## config.mk

```make
export PLATFORM = sky130hd
export DESIGN_NAME = hazard_controller_flat
export DESIGN_NICKNAME = d
export VERILOG_FILES = /design/src/rtl/hazard_controller_pkg.sv /design/src/rtl/hazard_controller_if.sv /design/src/rtl/hazard_controller_forward_select.sv /design/src/rtl/hazard_controller.sv /design/src/flat_wrapper.sv
export SDC_FILE = /design/constraint.sdc
export NUM_CORES = 1
export LEC_CHECK = 0
export CORE_MARGIN = 2
export CORE_UTILIZATION = 50
export CTS_CLUSTER_SIZE = 25
export DETAILED_ROUTE_END_ITERATION = 8
export HOLD_SLACK_MARGIN = 0.12
export PLACE_DENSITY = 0.78
export RECOVER_POWER = 25
export SYNTH_ARGS = -nofsm -noshare
export SYNTH_HDL_FRONTEND = slang
export SYNTH_SLANG_ARGS = --single-unit
export TNS_END_PERCENT = 5
```

## constraint.sdc

```tcl
create_clock -name clk -period 2.8 [get_ports clk]
set_clock_uncertainty 0.1 [all_clocks]
set_input_delay 0.42 -clock clk [delete_from_list [all_inputs] [get_ports clk]]
set_output_delay 0.42 -clock clk [all_outputs]
set_load 0.005 [all_outputs]
```

## src/rtl/hazard_controller_pkg.sv

```systemverilog
// ============================================================================
// Module      : hazard_controller_pkg
// Description : Shared forwarding-select encodings and sequencer state codes
//               for the 5-stage pipeline hazard controller.
// Revision    : 1.0 - initial release
// ============================================================================
`default_nettype none

`ifndef HAZARD_CONTROLLER_FWD_DEFS
`define HAZARD_CONTROLLER_FWD_DEFS
`define FORWARD_SRC_BITS_COUNT 2
`define NO_FORWARDING          2'd0
`define FORWARD_FROM_MEMORY    2'd1
`define FORWARD_FROM_WRITEBACK 2'd2
`endif

package hazard_controller_pkg;

    localparam int FWD_SEL_W = `FORWARD_SRC_BITS_COUNT;

    localparam logic [FWD_SEL_W-1:0] FWD_NONE = `NO_FORWARDING;
    localparam logic [FWD_SEL_W-1:0] FWD_MEM  = `FORWARD_FROM_MEMORY;
    localparam logic [FWD_SEL_W-1:0] FWD_WB   = `FORWARD_FROM_WRITEBACK;

    localparam logic [0:0] ST_RUN      = 1'b0;
    localparam logic [0:0] ST_MEM_WAIT = 1'b1;

endpackage

`default_nettype wire

```

## src/rtl/hazard_controller_if.sv

```systemverilog
// ============================================================================
// Module      : hazard_controller_if
// Description : Decode-side hazard inputs and stall/flush/forward controls
//               exchanged between the datapath and the hazard controller.
// Revision    : 1.0 - initial release
// ============================================================================
`default_nettype none

interface hazard_controller_if #(
    parameter int REG_ADDR_W = 5,
    parameter int CNT_W      = 32
);
    logic [REG_ADDR_W-1:0]              rs1_decode;
    logic [REG_ADDR_W-1:0]              rs2_decode;
    logic [REG_ADDR_W-1:0]              rd_decode;
    logic                               uses_rs1_decode;
    logic                               uses_rs2_decode;
    logic                               reg_write_decode;
    logic                               is_load_decode;
    logic                               is_mem_decode;
    logic                               branch_taken_execute;
    logic                               mem_ready;
    logic [`FORWARD_SRC_BITS_COUNT-1:0] forward_rs1;
    logic [`FORWARD_SRC_BITS_COUNT-1:0] forward_rs2;
    logic                               stall_fetch;
    logic                               stall_decode;
    logic                               flush_decode;
    logic                               flush_execute;
    logic                               freeze;
    logic [CNT_W-1:0]                   stall_cycles;

    modport master (
        output rs1_decode, rs2_decode, rd_decode,
        output uses_rs1_decode, uses_rs2_decode,
        output reg_write_decode, is_load_decode, is_mem_decode,
        output branch_taken_execute, mem_ready,
        input  forward_rs1, forward_rs2,
        input  stall_fetch, stall_decode, flush_decode, flush_execute,
        input  freeze, stall_cycles
    );

    modport slave (
        input  rs1_decode, rs2_decode, rd_decode,
        input  uses_rs1_decode, uses_rs2_decode,
        input  reg_write_decode, is_load_decode, is_mem_decode,
        input  branch_taken_execute, mem_ready,
        output forward_rs1, forward_rs2,
        output stall_fetch, stall_decode, flush_decode, flush_execute,
        output freeze, stall_cycles
    );

endinterface

`default_nettype wire

```

## src/rtl/hazard_controller_forward_select.sv

```systemverilog
// ============================================================================
// Module      : forward_select
// Description : Picks the bypass source for one execute operand; the MEM stage
//               wins over WB and x0 is never bypassed.
// Revision    : 1.0 - initial release
// ============================================================================
`default_nettype none

module forward_select
    import hazard_controller_pkg::*;
#(
    parameter int REG_ADDR_W = 5
) (
    input  wire logic [REG_ADDR_W-1:0] rs_i,
    input  wire logic [REG_ADDR_W-1:0] mem_rd_i,
    input  wire logic                  mem_reg_write_i,
    input  wire logic [REG_ADDR_W-1:0] wb_rd_i,
    input  wire logic                  wb_reg_write_i,
    output logic      [FWD_SEL_W-1:0]  sel_o
);

    always_comb begin
        sel_o = FWD_NONE;
        if (rs_i != '0) begin
            if (mem_reg_write_i && (mem_rd_i == rs_i)) begin
                sel_o = FWD_MEM;
            end else if (wb_reg_write_i && (wb_rd_i == rs_i)) begin
                sel_o = FWD_WB;
            end
        end
    end

endmodule

`default_nettype wire

```

## src/rtl/hazard_controller.sv

```systemverilog
// ============================================================================
// Module      : hazard_controller
// Description : 5-stage pipeline sequencer: shadow register pipeline, operand
//               forwarding, load-use/branch stalls and flushes, memory freeze.
// Revision    : 1.0 - initial release
// ============================================================================
`default_nettype none

module hazard_controller
    import hazard_controller_pkg::*;
#(
    parameter int REG_ADDR_W = 5,
    parameter int CNT_W      = 32
) (
    input  wire logic          clk,
    input  wire logic          rst_n,
    hazard_controller_if.slave hz
);

    logic [REG_ADDR_W-1:0] ex_rs_q [2];
    logic [REG_ADDR_W-1:0] ex_rd_q;
    logic                  ex_reg_write_q;
    logic                  ex_is_load_q;
    logic                  ex_is_mem_q;
    logic [REG_ADDR_W-1:0] mem_rd_q;
    logic                  mem_reg_write_q;
    logic                  mem_is_mem_q;
    logic [REG_ADDR_W-1:0] wb_rd_q;
    logic                  wb_reg_write_q;

    logic [0:0]            state_q;
    logic [0:0]            state_d;
    logic [CNT_W-1:0]      stall_cnt_q;
    logic [CNT_W-1:0]      stall_cnt_d;

    logic [REG_ADDR_W-1:0] dec_rs_w [2];
    logic [FWD_SEL_W-1:0]  fwd_w [2];
    logic                  freeze_w;
    logic                  load_use_w;
    logic                  branch_w;
    logic                  stall_w;
    logic                  flush_ex_w;

    assign dec_rs_w[0] = hz.rs1_decode;
    assign dec_rs_w[1] = hz.rs2_decode;

    for (genvar g = 0; g < 2; g++) begin : g_fwd
        forward_select #(
            .REG_ADDR_W (REG_ADDR_W)
        ) u_forward_select (
            .rs_i            (ex_rs_q[g]),
            .mem_rd_i        (mem_rd_q),
            .mem_reg_write_i (mem_reg_write_q),
            .wb_rd_i         (wb_rd_q),
            .wb_reg_write_i  (wb_reg_write_q),
            .sel_o           (fwd_w[g])
        );
    end

    // Freeze is raised in the same cycle the stalled access is seen in MEM.
    always_comb begin
        state_d  = state_q;
        freeze_w = 1'b0;
        case (state_q)
            ST_RUN: begin
                if (mem_is_mem_q && !hz.mem_ready) begin
                    freeze_w = 1'b1;
                    state_d  = ST_MEM_WAIT;
                end
            end
            ST_MEM_WAIT: begin
                if (hz.mem_ready) begin
                    state_d = ST_RUN;
                end else begin
                    freeze_w = 1'b1;
                end
            end
            default: state_d = ST_RUN;
        endcase
    end

    assign load_use_w = ex_is_load_q && (ex_rd_q != '0) &&
                        ((hz.uses_rs1_decode && (hz.rs1_decode == ex_rd_q)) ||
                         (hz.uses_rs2_decode && (hz.rs2_decode == ex_rd_q)));
    assign branch_w   = hz.branch_taken_execute && !freeze_w;
    assign stall_w    = load_use_w && !branch_w && !freeze_w;
    assign flush_ex_w = !freeze_w && (branch_w || load_use_w);

    assign stall_cnt_d = (stall_w || freeze_w) ? stall_cnt_q + CNT_W'(1) : stall_cnt_q;

    always_ff @(posedge clk or negedge rst_n) begin
        if (!rst_n) begin
            state_q         <= ST_RUN;
            stall_cnt_q     <= '0;
            ex_rs_q[0]      <= '0;
            ex_rs_q[1]      <= '0;
            ex_rd_q         <= '0;
            ex_reg_write_q  <= 1'b0;
            ex_is_load_q    <= 1'b0;
            ex_is_mem_q     <= 1'b0;
            mem_rd_q        <= '0;
            mem_reg_write_q <= 1'b0;
            mem_is_mem_q    <= 1'b0;
            wb_rd_q         <= '0;
            wb_reg_write_q  <= 1'b0;
        end else begin
            state_q     <= state_d;
            stall_cnt_q <= stall_cnt_d;
            if (!freeze_w) begin
                if (flush_ex_w) begin
                    ex_rs_q[0]     <= '0;
                    ex_rs_q[1]     <= '0;
                    ex_rd_q        <= '0;
                    ex_reg_write_q <= 1'b0;
                    ex_is_load_q   <= 1'b0;
                    ex_is_mem_q    <= 1'b0;
                end else begin
                    ex_rs_q[0]     <= dec_rs_w[0];
                    ex_rs_q[1]     <= dec_rs_w[1];
                    ex_rd_q        <= hz.rd_decode;
                    ex_reg_write_q <= hz.reg_write_decode;
                    ex_is_load_q   <= hz.is_load_decode;
                    ex_is_mem_q    <= hz.is_mem_decode;
                end
                mem_rd_q        <= ex_rd_q;
                mem_reg_write_q <= ex_reg_write_q;
                mem_is_mem_q    <= ex_is_mem_q;
                wb_rd_q         <= mem_rd_q;
                wb_reg_write_q  <= mem_reg_write_q;
            end
        end
    end

    assign hz.forward_rs1   = fwd_w[0];
    assign hz.forward_rs2   = fwd_w[1];
    assign hz.stall_fetch   = stall_w;
    assign hz.stall_decode  = stall_w;
    assign hz.flush_decode  = branch_w;
    assign hz.flush_execute = flush_ex_w;
    assign hz.freeze        = freeze_w;
    assign hz.stall_cycles  = stall_cnt_q;

endmodule

`default_nettype wire

```

## src/flat_wrapper.sv

```systemverilog
// flat-port wrapper written by rule: the top's interface ports become plain ports
module hazard_controller_flat import hazard_controller_pkg::*;
#(
    parameter int REG_ADDR_W = 5,
    parameter int CNT_W      = 32
)
  (clk, rst_n, hz_rs1_decode, hz_rs2_decode, hz_rd_decode, hz_uses_rs1_decode, hz_uses_rs2_decode, hz_reg_write_decode, hz_is_load_decode, hz_is_mem_decode, hz_branch_taken_execute, hz_mem_ready, hz_forward_rs1, hz_forward_rs2, hz_stall_fetch, hz_stall_decode, hz_flush_decode, hz_flush_execute, hz_freeze, hz_stall_cycles);
  hazard_controller_if #(.REG_ADDR_W(REG_ADDR_W), .CNT_W(CNT_W)) hz_i ();
  input  wire logic clk;
  input  wire logic rst_n;
  input wire logic [$bits(hz_i.rs1_decode)-1:0] hz_rs1_decode;
  input wire logic [$bits(hz_i.rs2_decode)-1:0] hz_rs2_decode;
  input wire logic [$bits(hz_i.rd_decode)-1:0] hz_rd_decode;
  input wire logic [$bits(hz_i.uses_rs1_decode)-1:0] hz_uses_rs1_decode;
  input wire logic [$bits(hz_i.uses_rs2_decode)-1:0] hz_uses_rs2_decode;
  input wire logic [$bits(hz_i.reg_write_decode)-1:0] hz_reg_write_decode;
  input wire logic [$bits(hz_i.is_load_decode)-1:0] hz_is_load_decode;
  input wire logic [$bits(hz_i.is_mem_decode)-1:0] hz_is_mem_decode;
  input wire logic [$bits(hz_i.branch_taken_execute)-1:0] hz_branch_taken_execute;
  input wire logic [$bits(hz_i.mem_ready)-1:0] hz_mem_ready;
  output wire logic [$bits(hz_i.forward_rs1)-1:0] hz_forward_rs1;
  output wire logic [$bits(hz_i.forward_rs2)-1:0] hz_forward_rs2;
  output wire logic [$bits(hz_i.stall_fetch)-1:0] hz_stall_fetch;
  output wire logic [$bits(hz_i.stall_decode)-1:0] hz_stall_decode;
  output wire logic [$bits(hz_i.flush_decode)-1:0] hz_flush_decode;
  output wire logic [$bits(hz_i.flush_execute)-1:0] hz_flush_execute;
  output wire logic [$bits(hz_i.freeze)-1:0] hz_freeze;
  output wire logic [$bits(hz_i.stall_cycles)-1:0] hz_stall_cycles;
  assign hz_i.rs1_decode = hz_rs1_decode;
  assign hz_i.rs2_decode = hz_rs2_decode;
  assign hz_i.rd_decode = hz_rd_decode;
  assign hz_i.uses_rs1_decode = hz_uses_rs1_decode;
  assign hz_i.uses_rs2_decode = hz_uses_rs2_decode;
  assign hz_i.reg_write_decode = hz_reg_write_decode;
  assign hz_i.is_load_decode = hz_is_load_decode;
  assign hz_i.is_mem_decode = hz_is_mem_decode;
  assign hz_i.branch_taken_execute = hz_branch_taken_execute;
  assign hz_i.mem_ready = hz_mem_ready;
  assign hz_forward_rs1 = hz_i.forward_rs1;
  assign hz_forward_rs2 = hz_i.forward_rs2;
  assign hz_stall_fetch = hz_i.stall_fetch;
  assign hz_stall_decode = hz_i.stall_decode;
  assign hz_flush_decode = hz_i.flush_decode;
  assign hz_flush_execute = hz_i.flush_execute;
  assign hz_freeze = hz_i.freeze;
  assign hz_stall_cycles = hz_i.stall_cycles;
  hazard_controller #(.REG_ADDR_W(REG_ADDR_W), .CNT_W(CNT_W)) u_core (.clk(clk), .rst_n(rst_n), .hz(hz_i));
endmodule
```

==> impl_metrics.env <==
export IMPL_core_sq_mm=0.00596
export IMPL_netSwitchingFraction_pct=27.7
export IMPL_ys_seq_area_share_pct=51.8
export IMPL_ant_nets=0
export IMPL_antenna_found_initial=0
export IMPL_wl_per_cell_microns=16.0
export IMPL_synth_seq_cells=64
export IMPL_nets=364
export IMPL_ctsHtreeMaxLevel=3
export IMPL_fmax_ghz=0.374
export IMPL_cts_root_buf="clkbuf_8"
export IMPL_grt_total_usage_pct=21.6
export IMPL_seqPwrFrac_pct=46.1
export IMPL_start_kind="register"
export IMPL_synth_xor_area_share_pct=17.3
export IMPL_pre_cts_ws_ps=-177
export IMPL_vias=2245
export IMPL_die_w_microns=82.6
export IMPL_drv_cap=1
export IMPL_finish_utilization_pct=69.2
export IMPL_viasPerCell=5.36
export IMPL_arrival_ps=2150
export IMPL_numPortBuffers=64
export IMPL_cts_clk_slew_worst_paths_ps=60
export IMPL_cts_tree="built"
export IMPL_place_congestion=0.794
export IMPL_cp_slowest_stage_delay_ps=550
export IMPL_grt_max_degree=35
export IMPL_worst_pin_slew_ps=1810
export IMPL_synthSimpleGateAreaFrac_pct=15.3
export IMPL_row_count=28
export IMPL_yosys_top_cells_area="dfrtp_1 (52%), xnor2_1 (12%), xor2_1 (5.1%)"
export IMPL_grt_overflow_total=0
export IMPL_final_area_sq_mm=0.00412
export IMPL_finalHoldViolations=0
export IMPL_yosys_cell_types_count=37
export IMPL_finalSetupViolCount=0
export IMPL_routed_wl_microns=6680
export IMPL_dr_first_iter_drc_count=158
export IMPL_avgSynthCellArea_sq_um=12.0
export IMPL_cts_sinks=64
export IMPL_yosys_warnings=0
export IMPL_die_area_sq_mm=0.00683
export IMPL_die_h_microns=82.6
export IMPL_io_pins=65
export IMPL_ys_async_sr_fraction_pct=100
export IMPL_clkPwrFrac_pct=32.1
export IMPL_grt_pass1_vias=2185
export IMPL_synthTopCellsByCount="dfrtp_1 (64), xnor2_1 (43), xor2_1 (18)"
export IMPL_area_delta_synth_final_pct=33.3
export IMPL_holdCritPathClass="input pin to register"
export IMPL_clk_latency_ps=330
export IMPL_finalCritPeriodShare_pct=95.4
export IMPL_grt_setup_unrepaired="false"
export IMPL_dominantRegCellSynth="dfrtp_1"
export IMPL_endpoint_kind="output pin"
export IMPL_num_fill_cells=471
export IMPL_yosysMostFrequentCell="dfrtp_1"
export IMPL_grt_pass1_wl_microns=11000
export IMPL_synthCells=258
export IMPL_path_max_fanout=4
export IMPL_drive_gt1_share_pct=17.7
export IMPL_synth_edf_count=0
export IMPL_initial_core_util_pct=51.9
export IMPL_cts_made_buffers=9
export IMPL_pwr_share_comb_pct=21.8
export IMPL_powerDensity_mw_per_mm2=636
export IMPL_dpl_cell_count=402
export IMPL_dpl_instance_area_sq_mm=0.00389
export IMPL_status="complete, but fails checks"
export IMPL_violations="capacitance limit, slew limit"
export IMPL_slew_viol_final=35
export IMPL_internal_power_w=0.00190
export IMPL_p_leak_nw=1.80
export IMPL_p_sw_w=0.000726
export IMPL_yosys_area_top_type="dfrtp_1"
export IMPL_path_cells="or4_1 > nor2_1 > nor2_1 > and4_1 > clkdlybuf4s50_1"
export IMPL_crit_top_cell="nor2_1"
export IMPL_synth_compound_area_share_pct=7.77
export IMPL_worst_path_max_delay_cell="or4_1"
export IMPL_synth_mux_area_share_pct=4.86
export IMPL_finalWorstSetupSlack_ps=128
export IMPL_synth_top_family_by_area="XOR/XNOR gates"
export IMPL_synth_top_cell_area_share_pct=51.8
export IMPL_post_dp_hpwl_microns=4860
export IMPL_synth_fa_ha_area_share_pct=0.405
export IMPL_syn_area_sq_mm=0.00309
export IMPL_num_antenna_cells=0
export IMPL_drc_errors=0
export IMPL_clockBufferDepth=2
export IMPL_maxSlewHeadroom_pct=-20.7
export IMPL_required_ps=2280
export IMPL_synth_fp_nets=283
export IMPL_period_minus_slack_ps=2670
export IMPL_post_cts_buffers=0
export IMPL_criticalPathCategory="register to output pin"
export IMPL_first_pass_iters=4
export IMPL_final_cells=419
export IMPL_ir_drop_uv=525
==> kinds of logic (layout without fill, tap and decap cells) <==
| family | after synthesis | count (layout) |
|---|---|---|
| and+or+nand+nor | 79 | 79 |
| xor gates and xnor gates | 61 | 61 |
| AOI/OAI and AO/OA | 26 | 26 |
| adders and majority gates | 1 | 1 |
| DFF | 64 | 64 |
| muxes | 13 | 13 |
| buffers and inverters | 14 | 100 |
==> timing repair <==
| action | CTS | global route |
|---|---|---|
| gates resized for setup | 3 | 6 |
| endpoints found under the hold margin | 32 | 0 |
| hold buffers | 1 | 0 |
| setup endpoints to repair | 3 | 2 |
| pin swaps | 2 | 3 |
| gates cloned | 0 | 0 |
==> worst max-delay path, delay by kind of cell, from the launching register on <==
kind | cells | cell delay (ps)
and+or+nand+nor | 4 | 930
buffers and inverters | 1 | 440
DFF | 1 | 450
==> sequential cells by signal, summed over array words and instances, names as in the netlist <==
register                count
u_core.ex_is_load_q         1
u_core.ex_reg_write_q       1
u_core.mem_rd_q             5
u_core.hz.stall_cycles     32
u_core.ex_rs_q             10
u_core.mem_is_mem_q         1
u_core.ex_rd_q              5
u_core.mem_reg_write_q      1
u_core.ex_is_mem_q          1
u_core.state_q              1
u_core.wb_reg_write_q       1
u_core.wb_rd_q              5
==> metal layers <==
layer / wire length (microns) / part of all wire (%) / GRT usage (%) / up-vias
met5: 0 / 0 / 0 / -
li1: - / - / - / 1074
met1: 3150 / 47 / 31.2 / 1111
met3: 272 / 4.1 / 5.11 / 13
met2: 3150 / 47 / 31.6 / 47
met4: 112 / 1.7 / 8.36 / 0
==> through the flow <==
stage / TNS [ps] / hold slack (ps) / power, W
5_1_grt: 0 / 306 / 0.00275
3_5_place_dp: -510 / 366 / 0.00179
2_1_floorplan: 0 / 24.4 / 0.00152
3_3_place_gp: -462 / 362 / 0.00177
4_1_cts: -103 / 380 / 0.00264
6_report: 0 / 312 / 0.00262
==> cell usage in the layout, fill, tap and decap left out, drive strengths merged, types with 5 or more instances in the layout <==
| cell | instances |
|---|---|
| xor2 | 18 |
| clkbuf | 16 |
| nor4 | 5 |
| dfrtp | 64 |
| xnor2 | 43 |
| inv | 6 |
| nand3 | 18 |
| buf | 13 |
| clkdlybuf4s50 | 58 |
| nor2 | 12 |
| a22o | 18 |
| nand4 | 12 |
| nand2 | 12 |
| mux2 | 13 |
==> final cells by class <==
type | count | area [sq um] | area share [%]
Clock buffer | 14 | 183 | 4.43
Clock inverter | 2 | 35.0 | 0.850
Inverter | 6 | 22.5 | 0.546
Multi-Input combinational cell | 180 | 1420 | 34.4
Sequential cell | 64 | 1600 | 38.9
Tap cell | 75 | 93.8 | 2.28
Timing Repair Buffer | 78 | 766 | 18.6
==> power by group through the flow <==
stage          Combinational (W)  Clock (W)  Sequential [W]
2_1_floorplan           0.000338          0         0.00118
3_3_place_gp            0.000556          0         0.00122
3_5_place_dp            0.000576          0         0.00122
4_1_cts                 0.000579   0.000861         0.00120
5_1_grt                 0.000623   0.000905         0.00122
6_report                0.000572   0.000842         0.00121
==> final timing paths <==
path                                             from                    endpoint  slack, ps  depth (start not counted)
setup / recovery                    u_core.ex_rs_q[1]           hz_forward_rs2[1]        130                          5
hold / removal                       hz_rs1_decode[2]           u_core.ex_rs_q[7]        310                          2
setup reg to reg                    u_core.ex_rd_q[3]           u_core.ex_rd_q[1]        230                          7
hold reg to reg            u_core.hz.stall_cycles[31]  u_core.hz.stall_cycles[31]        380                          1
max in group asynchronous                       rst_n  u_core.hz.stall_cycles[11]        490                          3
min in group asynchronous                       rst_n           u_core.ex_rd_q[3]       1010                          2
No activity file was read; power rests on OpenSTA's default activity.
